$ cat src/rtl/sseg_scan_decoder.sv
// sseg_scan_decoder: loop-back monitor for a 4-digit multiplexed
// seven-segment bus; rebuilds the 16-bit hex value being displayed.
module sseg_scan_decoder #(
    parameter int SETTLE  = 4,
    parameter int TIMEOUT = 65535
) (
    input  logic        clk,
    input  logic        rst,
    input  logic [0:6]  sseg,
    input  logic [3:0]  an,
    output logic [15:0] num,
    output logic        valid,
    output logic        frame_stb,
    output logic        digit_err
);

    localparam int CW = $clog2(SETTLE + 1);
    localparam int TW = $clog2(TIMEOUT + 1);

    logic [3:0]    an_q;
    logic [0:6]    sseg_q;
    logic [CW-1:0] cnt;
    logic [TW-1:0] tmr;
    logic [3:0]    mask;
    logic [15:0]   stage;

    logic [1:0]    slot;
    logic          slot_ok;
    logic [3:0]    slot_bit;
    logic          sample;
    logic [3:0]    nib;
    logic          glyph_ok;
    logic [15:0]   stage_n;
    logic [3:0]    mask_n;
    logic          done;

    // Register the scanned bus once before any decision is made on it
    always_ff @(posedge clk) begin
        if (rst) begin
            an_q   <= 4'b1111;
            sseg_q <= 7'b1111111;
        end else begin
            an_q   <= an;
            sseg_q <= sseg;
        end
    end

    // Count how long the anode pattern has been stable, saturating
    always_ff @(posedge clk) begin
        if (rst) begin
            cnt <= '0;
        end else if (an != an_q) begin
            cnt <= '0;
        end else if (cnt != CW'(SETTLE)) begin
            cnt <= cnt + CW'(1);
        end
    end

    // Map a one-hot-low anode pattern to its digit slot
    always_comb begin
        slot    = 2'd0;
        slot_ok = 1'b1;
        case (an_q)
            4'b1110: slot = 2'd0;
            4'b1101: slot = 2'd1;
            4'b1011: slot = 2'd2;
            4'b0111: slot = 2'd3;
            default: slot_ok = 1'b0;
        endcase
    end

    assign slot_bit = 4'b0001 << slot;
    assign sample   = slot_ok && (an == an_q) &&
                      (cnt == CW'(SETTLE - 1));

    // Translate the active-low a..g pattern into a hex nibble
    always_comb begin
        nib      = 4'h0;
        glyph_ok = 1'b1;
        case (sseg_q)
            7'b0000001: nib = 4'h0;
            7'b1001111: nib = 4'h1;
            7'b0010010: nib = 4'h2;
            7'b0000110: nib = 4'h3;
            7'b1001100: nib = 4'h4;
            7'b0100100: nib = 4'h5;
            7'b0100000: nib = 4'h6;
            7'b0001111: nib = 4'h7;
            7'b0000000: nib = 4'h8;
            7'b0000100: nib = 4'h9;
            7'b0001000: nib = 4'hA;
            7'b1100000: nib = 4'hB;
            7'b0110001: nib = 4'hC;
            7'b1000010: nib = 4'hD;
            7'b0110000: nib = 4'hE;
            7'b0111000: nib = 4'hF;
            default:    glyph_ok = 1'b0;
        endcase
    end

    // Staging value with the freshly decoded nibble merged in
    always_comb begin
        stage_n = stage;
        case (slot)
            2'd0:    stage_n[3:0]   = nib;
            2'd1:    stage_n[7:4]   = nib;
            2'd2:    stage_n[11:8]  = nib;
            default: stage_n[15:12] = nib;
        endcase
    end

    assign mask_n = mask | slot_bit;
    assign done   = sample && glyph_ok && (mask_n == 4'b1111);

    // Capture digits, publish complete frames, flag bad glyphs
    always_ff @(posedge clk) begin
        if (rst) begin
            stage     <= '0;
            mask      <= '0;
            num       <= '0;
            frame_stb <= 1'b0;
            digit_err <= 1'b0;
        end else begin
            frame_stb <= 1'b0;
            digit_err <= 1'b0;
            if (sample) begin
                if (!glyph_ok) begin
                    digit_err <= 1'b1;
                end else if (done) begin
                    stage     <= stage_n;
                    num       <= stage_n;
                    mask      <= '0;
                    frame_stb <= 1'b1;
                end else begin
                    stage <= stage_n;
                    mask  <= mask_n;
                end
            end
        end
    end

    // Age the last frame; a completion on the same edge wins
    always_ff @(posedge clk) begin
        if (rst) begin
            tmr   <= '0;
            valid <= 1'b0;
        end else if (done) begin
            tmr   <= '0;
            valid <= 1'b1;
        end else if (tmr != TW'(TIMEOUT)) begin
            tmr <= tmr + TW'(1);
            if (tmr == TW'(TIMEOUT - 1)) begin
                valid <= 1'b0;
            end
        end
    end

endmodule

$ cat config.mk
export PLATFORM = sky130hd
export DESIGN_NAME = sseg_scan_decoder
export DESIGN_NICKNAME = d
export VERILOG_FILES = /design/src/rtl/sseg_scan_decoder.sv
export SDC_FILE = /design/constraint.sdc
export NUM_CORES = 1
export LEC_CHECK = 0
export CORE_MARGIN = 3
export CORE_UTILIZATION = 30
export DETAILED_ROUTE_END_ITERATION = 6
export PLACE_DENSITY = 0.53
export SETUP_SLACK_MARGIN = 0.1
export SYNTH_ARGS = -nofsm -noshare
export SYNTH_HDL_FRONTEND = slang
export SYNTH_SLANG_ARGS = --single-unit
$ cat constraint.sdc
create_clock -name clk -period 3.1 [get_ports clk]
set_input_delay 0.62 -clock clk [delete_from_list [all_inputs] [get_ports clk]]
set_output_delay 0.62 -clock clk [all_outputs]
set_load 0.03 [all_outputs]
* Word level (Yosys, flattened, before mapping)
Index checks and enable logic that the tools add are counted.
Widths: inputs -> output; s select.
** Word-level totals
- Input bits :: 13
- Output and inout port bits :: 19
- Word-level logic and storage cells :: 76
- Register bits after elaboration :: 69
** Cells by class
- Reductions and logical operators :: 18
- Multiplexer cells :: 14
- Bitwise operators :: 3
- Shifts and indexed selects :: 1
- $add $sub $neg :: 2
- Eq/ne operators :: 28
** Operators by type and width (count)
- $pmux 4 s15 :: 1
- $eq 7x6->1 const B :: 5
- $eq 7x7->1 const B :: 4
- $mux 4 :: 5
- $add 16x1->16 const B :: 1
- $eq 16x16->1 const B :: 1
- $eq 4x4->1 const B :: 4
- $ne 16x16->1 const B :: 1
- $reduce_or 16->1 :: 1
- $eq 7x3->1 const B :: 2
- $eq 7x4->1 const B :: 2
- $eq 7x1->1 const B :: 1
- $eq 7x5->1 const B :: 1
- $logic_not 7->1 :: 1
- $mux 1 :: 7
- $pmux 2 s3 :: 1
- $reduce_or 2->1 :: 3
- $reduce_or 3->1 :: 2
- $eq 4x3->1 const B :: 1
- $eq 4x4->1 :: 1
- $logic_and 1x1->1 :: 4
- $ne 4x4->1 :: 1
- $or 4x4->4 :: 1
- $reduce_and 2->1 :: 2
- other kinds (11) :: 13

* Longest topological paths before layout
Gate-level depths: netlist of run 1.
- Depth in word-level cells :: 9
- Depth in mapped cells :: 8
- Mapped depth without buffers :: 6

* Least setup slack after synthesis of run 1
No wires, ideal clock.
- Path type :: input to register
- Start point :: input an[2]
- End point :: register num[11]
- Setup time :: 0.072 ns
- Arrival time :: 1.841 ns
- Setup slack :: 1.187 ns
- Required time :: 3.028 ns
- Buffers on the path :: 1
- Cell stages on the path :: 6
- Cells stage by stage :: xnor2_1 nand4_1 nor3b_4 o211a_1 buf_4 mux2i_1
** On the way
- Cells in the longest elaborated chain, start to end :: 6
** RTL lines
- start, declared :: line 10 : input logic [3:0] an,
- $eq 4x4->1 (*) :: line 73 : assign sample = slot_ok && (an == an_q) &&
- $logic_and 1x1->1 (*) (2 in a row) :: line 73
- $logic_and 1x1->1 (2 in a row) :: line 113 : assign done = sample && glyph_ok && (mask_n == 4'b1111);
- $reduce_and 3->1 (no line) (*)
- end signal, assigned :: line 131 : num <= stage_n;
- end, declared :: line 11 : output logic [15:0] num,
Every way passes the cells marked *; elsewhere a longest branch is shown, timed or not.
A chain may end at the register's enable or synchronous reset.

* Final worst setup path of run 1
- Start point :: register sseg_q[1] in the netlist's numbering
- End point :: register num[12]
** On the way
- Cells in the longest elaborated chain, start to end :: 6
- Elaborated cells on any way between the ends :: 23
- Those cells by class :: eq/ne: 15; mux: 3; reduce/logical: 5
** RTL lines
- start, declared :: line 21 : logic [0:6] sseg_q;
- start signal, assigned :: line 44 : sseg_q <= sseg;
- $eq 7x6->1 (tied with other cells) :: line 80 : case (sseg_q)
- $reduce_or 16->1 (no line)
- $mux 1 :: line 80
- $logic_and 1x1->1 (2 in a row) :: line 113
- $reduce_and 3->1 (no line)
Parallel ways exist; a longest one is shown, timed or not.

==> results of run 1 <==
==> flip-flops by register name, summed over array words and instances, names as in the netlist <==
register	cells
an_q	4
cnt	3
digit_err	1
frame_stb	1
mask	4
num	16
sseg_q	7
stage	16
tmr	16
valid	1
==> power by group through the flow <==
stage | Sequential, mW | Combinational [mW] | Clock [mW]
5_1_grt | 0.929 | 0.127 | 0.995
4_1_cts | 0.925 | 0.113 | 0.959
2_1_floorplan | 0.926 | 0.0957 | 0
3_3_place_gp | 0.944 | 0.112 | 0
3_5_place_dp | 0.945 | 0.113 | 0
6_report | 0.926 | 0.112 | 0.927
==> placed cells by master (no fill, tap or decap), drive strengths merged, types with 3 or more instances in the layout <==
master         count
nor2              34
a2111oi            3
ha                 5
nor2b              4
and4b              4
mux2i             32
nor4               4
o2111ai            3
a211oi             8
nor3b              4
nand3              6
xnor2             13
o21ai             25
buf                5
clkbuf            11
a21oi             11
and3               8
clkdlybuf4s50     30
nor3              18
nand4              7
nand2b            38
or2               12
nand2             14
inv               19
nand4b             3
xor2               5
dfxtp             69
o211ai            11
==> logic make-up after synthesis <==
logic type               after synthesis
buffers and inverters                 47
flip-flops                            69
AO/OA/AOI/OAI                         71
AND/OR/NAND/NOR                      164
adder cells (fa/ha/maj)                5
XOR/XNOR                              18
multiplexers                          32
==> worst min-delay path, cell delays in order (launching register included) <==
cell and delay [ns]:
dfxtp_1 0.31, inv_1 0.05, a211oi_1 0.06
==> area by class of cell <==
type	instances	area [um^2]	area share
Clock buffer	11	243	0.0570
Clock inverter	4	25.0	0.00587
Inverter	19	71.3	0.0167
Multi-Input combinational cell	290	2030	0.475
Sequential cell	69	1380	0.324
Tap cell	143	179	0.0420
Timing Repair Buffer	35	335	0.0787
==> through the flow <==
step / hold WS [ns] / total power [mW] / util / setup slack (ns)
finish: 0.466 / 1.96 / 0.367 / 0.737
global route: 0.490 / 2.05 / 0.367 / 0.548
CTS: 0.473 / 2.00 / 0.367 / 0.726
detailed placement: 0.462 / 1.06 / 0.344 / 0.461
global placement: 0.448 / 1.06 / 0.344 / 0.514
floorplan: 0.429 / 1.02 / - / 1.19
==> per-layer routing <==
metal | up-vias | GRT usage | share of wire
met3 | 9 | 0.0376 | 0.038
met4 | 0 | 0.0441 | 0.012
met5 | - | 0 | 0
met1 | 1348 | 0.170 | 0.50
met2 | 53 | 0.198 | 0.45
li1 | 1470 | - | -
==> path summary, 6_finish.rpt <==
kind	startpoint	end	slack [ns]	cells past startpoint
min reg2reg	mask[1]$_SDFFE_PP0P_	mask[1]$_SDFFE_PP0P_	0.47	2
max	sseg_q[1]$_SDFF_PP1_	num[12]$_SDFFE_PP0P_	0.74	5
max reg2reg	sseg_q[1]$_SDFF_PP1_	num[12]$_SDFFE_PP0P_	0.74	5
min	mask[1]$_SDFFE_PP0P_	mask[1]$_SDFFE_PP0P_	0.47	2
==> results.md, run 1 <==
- Run status: finished, final reports clean
- Count of synthesis-stage warnings from yosys: 0
- Clock Tree Buf Depth: 2
- Sequential share of power: 0.471
- Type of the tightest min-delay check: reg2reg
- First-pass GRT wire length: approximately 14 mm
- Total via count in the routed design: approximately 2900
- Cell with the largest stage delay on the worst path: o211ai_4
- Clock Tree Root: clkbuf_16
- Pin count of the biggest net entering global routing: 62
- Top-count cell post-synth: dfxtp_1
- Filler Cell Count: between 1000 and 1500
- Total iterations of the first detailed-routing run: 4
- Data arrival time of the critical path: around 2.6 ns
- Power density of the placed cells: 461 nW/um^2
- Chip Width: 116 um
- Die Height: between 100 and 150 um
- TritonCTS clock tree: done
- DRC violations left: 0
- Final min period: 2.36 ns
- Final count of pins violating max slew: 0
- Skew final: 0.00561 ns
- CP top delay family: compound AO/OA/AOI/OAI gates
- Setup_tns: 0 ns
- TritonCTS sink count: 69
- Unrepaired setup endpoints after global routing: no
- Global-route usage over all layers: 0.128
- Total of max-cap violations: 0
- GRT Residual Overflow: 0
- Total count of hold-check failures in the final report: 0
- Clock insertion delay at the later pin of the skew report: roughly 0.33 ns
- Register clock-pin slew on the reported worst setup and hold paths: 0.05 ns
- Number of buffer cells added on primary ports: 31
- Number of global-route vias before repair: 2719
- Count of cells resized by post-cts repair: 0
- Synth Net Count: 424
- Avg Synthesized Cell Area: 8.89 um^2
- Largest area contributor in the synthesized netlist: dfxtp_1
- # H-tree levels: 3
- Effective utilization at floorplan: 0.311
- Number of buffers inserted during clock tree synthesis: 9
- Aggregate routed wire length: 7.98 mm
- Netlist area before placement: between 3000 and 4000 um^2
- Simple-gate share of the synthesized area: 0.262
- Count of distinct cell types in the synthesized netlist: 55
- Largest family of logic cells by synthesized area: simple AND/OR/NAND/NOR gates
- Floorplan Core Area: 11600 um^2
- Ys async rst share: 0
- Max Clock Freq: 0.423 GHz
- Sequential share of the synthesized area: 0.383
- Share of the synthesized area in the top cell type: 0.383
- Post-synthesis mux area share: 0.0887
- Count of antenna diodes in the layout: 0
- Commonest cells post-synth: dfxtp_1 (69), nand2b_1 (38), nor2_1 (34)
- Placement Rows: 39
- Count of buffer and inverter cells on the critical path: 0
- Number of enable flip-flop cells after synthesis: 0
- Worst Path Max Fanout: 16
- CP Data Required Time: 3.35 ns
- Post-synthesis share of cell area spent on full adders, half adders and majority gates: 0.0173
- Int Pwr: 1.51 mW
- Area added between synthesis and finish: 18.0%
- Switching fraction of total power: 0.230
- Number of standard cells after synthesis: 406
- Hold buffer count at CTS: 0
- Slew headroom: 0.384
- Number of DRC violations after detailed-routing iteration 0: 189
- Worst VDD drop: 0.000208 V
- Worst-margin pin slew: 0.923 ns
- Final net count: 442
- Fin crit share: 0.762
- Parity-gate share of the synthesized area counting xor and xnor cells: 0.0437
- Compound-gate portion of the synthesized area: 0.150
- Proportion of layout cells with a drive suffix above 1: 0.103
- Final weighted congestion in routability-driven placement: 0.806
- Total die area: 13400 um^2
- Number of cells in the finished layout apart from fillers: 571
- Static leakage power: 1.65 nW
- Part of the total power dissipated in the clock network: 0.472
- Cells along the critical path: and4b_1 -> o21ai_2 -> o2111ai_4 -> o211ai_4 -> mux2i_1
- Total of flip-flops plus latches after synthesis: 69
- Switching power total: around 450 uW
- DP HPWL: 5.62 mm
- Total setup violations reported at the end of the flow: 0
- Ys flop type: dfxtp_1
- Area post-placement: 3990 um^2
- Critical Path End Type: flip-flop
- Area contributors post-synth: dfxtp_1 (38%), mux2i_1 (8.9%), nand2b_1 (6.6%), nor2_1 (3.5%), xnor2_1 (3.2%)
- Detailed-route vias per instance: just over 5
- Area of all placed cells without fillers: between 4000 and 5000 um^2
- WL/cell: 14.0 um
- Number of top-level pins: 32
- Buffers inserted during post-CTS setup optimization: 0
- WS Path Type: reg2reg
- Routed Antenna Nets: 0
- Share of total power in combinational logic: 0.057
- Initial antenna violation count: 0
- Stage delay of the slowest cell on the critical path: 0.70 ns
- Sort of element at the start of the critical path: flip-flop
- Placed instance count: 556
(Power assumes the default switching activity.)
==> run 2: changes to the inputs <==
Settings changed: PLACE_DENSITY 0.53 to 0.55.
Clock period 3.1 ns to 2 ns, I/O delays scaled along.
==> run 2 against run 1 <==
Routed wire length is 9.7% higher. Maximum frequency is 24% higher. Via count is 6.8% higher. Non-clock buffer count is 35 higher. Clock skew is 0.0026 ns higher. Final area is 9.5% higher. Largest cell class unchanged. Largest power group unchanged.
==> results.md, run 2 (same netlist as run 1, synthesis figures left out) <==
- Chip Width: around 120 um
- Worst VDD drop: 0.000374 V
- Effective utilization at floorplan: 0.311
- CP Data Required Time: about 2.3 ns
- Data arrival time of the critical path: 2.17 ns
- Placement Rows: 39
- Number of buffer cells added on primary ports: 31
- Skew final: about 0.0082 ns
- Total via count in the routed design: 3075
- Number of top-level pins: 32
- Pin count of the biggest net entering global routing: 24
- GRT Residual Overflow: 0
- Stage delay of the slowest cell on the critical path: approximately 0.37 ns
- Run status: finished, final reports clean
- Final net count: around 480
- Cell with the largest stage delay on the worst path: dfxtp_4
- Share of the core filled with cells in the final layout: 0.402
- Slew headroom: 0.718
- CP most frequent cell: buf_4
- Total of max-cap violations: 0
- Number of DRC violations after detailed-routing iteration 0: 165
- # H-tree levels: 3
- Leading cell types in the layout, fill and taps excluded: dfxtp_1 (61), nand2b_1 (37), nor2_1 (34)
- Total die area: roughly 13000 um^2
- Global-route usage over all layers: 0.143
- Register clock-pin slew on the reported worst setup and hold paths: 0.06 ns
- Final weighted congestion in routability-driven placement: 0.871
- Cells along the critical path: buf_4 -> nor4b_2 -> o21ai_2 -> o2111ai_4 -> buf_4 -> o211ai_4 -> buf_12 -> mux2i_1
- Final count of pins violating max slew: 0
- Hold Path End: mask[1]$_SDFFE_PP0P_
- Total count of hold-check failures in the final report: 0
- Launch point of the worst reg-to-reg path: sseg_q[1]$_SDFF_PP1_
- Area added between synthesis and finish: 29.2%
- Endpoint of the most critical register-to-register path: num[5]$_SDFFE_PP0P_
- DP HPWL: 6.12 mm
- Largest registers in the final layout: num: 16 flops, stage: 16 flops, tmr: 16 flops
- Setup slack at placement: -0.262 ns
- Aggregate routed wire length: 8.75 mm
- Worst-case reg-to-reg path depth: 8
- Proportion of layout cells with a drive suffix above 1: 0.211
- Area of combinational cells with multiple inputs: 2110 um^2
- Min setup slack post-route: a little over 0.09 ns
- Clock Tree Buf Depth: 2
- First-pass GRT wire length: 15.1 mm
- Number of global-route vias before repair: 3141
- Final min period: 1.91 ns
- Routed Antenna Nets: 0
- Sort of element at the start of the critical path: flip-flop
- Most common library cell in the layout ignoring fill and taps: dfxtp_1
- Static leakage power: 1.82 nW
- Unrepaired setup endpoints after global routing: yes
- DRC violations left: 0
- Total iterations of the first detailed-routing run: 4
- Count of cells along the worst hold path: 2
- Power density of the placed cells: 664 nW/um^2
- Count of buffer and inverter cells on the critical path: 3
- Max Clock Freq: ~0.52 GHz
- TritonCTS sink count: 69
- Total setup violations reported at the end of the flow: 0
- Detailed-route vias per instance: 5.07
- Type of the tightest min-delay check: reg2reg
- Initial antenna violation count: 0
- WS Path Type: reg2reg
- TritonCTS clock tree: done
- Number of buffers inserted during clock tree synthesis: 9
- Hold_sp: mask[1]$_SDFFE_PP0P_
- Critical Path End Type: flip-flop
- Clock Tree Root: clkbuf_16
- Floorplan Core Area: 11600 um^2
- Area taken by flip-flops and latches: 1390 um^2
- Fin crit share: 0.955
- Clock insertion delay at the later pin of the skew report: 0.34 ns
- Worst-margin pin slew: about 0.42 ns
- Die Height: around 120 um
- Worst Path Max Fanout: 13
- Filler Cell Count: 1178
- WL/cell: 14.4 um
- CP top delay family: compound AO/OA/AOI/OAI gates
- Flop-to-flop setup slack: 0.09 ns
- Count of antenna diodes in the layout: 0
run 2: cell count changes in the layout (fill, tap and decap cells not counted), moves of 2 or more:
cell,change
a2111oi_0,-2
nand3_2,+2
a2111oi_1,+2
o211ai_4,+4
dfxtp_1,-8
buf_4,+28
dfxtp_2,+7
a211oi_2,+2
a211oi_1,-2
o211ai_2,-4
buf_12,+2
nand3_1,-2
buf_6,+5
run 2: worst max path at each step:
stage                              start  slack (ns)  cells after the start              endpoint
floorplan           sseg_q[6]$_SDFF_PP1_        0.18                      7  num[11]$_SDFFE_PP0P_
global placement                   an[2]       -0.17                      7   tmr[1]$_SDFFE_PP0P_
detailed placement                 an[2]       -0.26                      7  frame_stb$_SDFF_PP0_
CTS                 sseg_q[1]$_SDFF_PP1_        0.04                      8   num[5]$_SDFFE_PP0P_
global route        sseg_q[1]$_SDFF_PP1_       -0.03                      8   num[1]$_SDFFE_PP0P_
finish              sseg_q[1]$_SDFF_PP1_        0.09                      8   num[5]$_SDFFE_PP0P_
run 2: worst reg2reg max path: cells and delay by family, from the launching register on:
family          cells  cell delay [ns]
simple gates        1             0.16
flops               1             0.37
buf+inv             3             0.52
compound gates      3             0.61
mux                 1             0.19
run 2: routing by layer:
metal | routed length (um) | vias to the layer above | global-route usage
li1 | - | 1540 | -
met1 | 3980 | 1461 | 0.178
met2 | 4210 | 61 | 0.236
met3 | 389 | 13 | 0.0392
met4 | 167 | 0 | 0.0541
met5 | 0 | - | 0
run 2: power breakdown:
part           internal [mW]  switching, mW  total [mW]
logic                  0.117          0.105       0.222
registers               1.39         0.0363        1.43
clock network          0.836          0.612        1.45
run 2: timing repair:
action / in CTS / in global routing
hold buffers: 0 / 0
resized for setup: 16 / 14
hold endpoints to repair: 0 / 0
pin swaps: 6 / 6
setup endpoints to repair: 54 / 54
buffers inserted: 6 / 0
run 2: through the flow:
| stage | cells | hold slack, ns | power, mW | area, um^2 | TNS [ns] |
|---|---|---|---|---|---|
| 2_1_floorplan | 406 | 0.429 | 1.58 | 3610 | 0 |
| 3_3_place_gp | 585 | 0.444 | 1.67 | 4240 | -7.34 |
| 3_5_place_dp | 585 | 0.446 | 1.67 | 4240 | -9.21 |
| 4_1_cts | 607 | 0.457 | 3.14 | 4590 | 0 |
| 5_1_grt | 607 | 0.470 | 3.23 | 4670 | -0.243 |
| 6_report | 607 | 0.455 | 3.10 | 4670 | 0 |
run 2: final cells by class:
type	instances	area share
inverter	19	0.0153
clock buffer	10	0.0491
sequential	69	0.299
clock inverter	6	0.00831
multi-input combinational	290	0.453
tap	143	0.0383
timing repair buffer	70	0.138
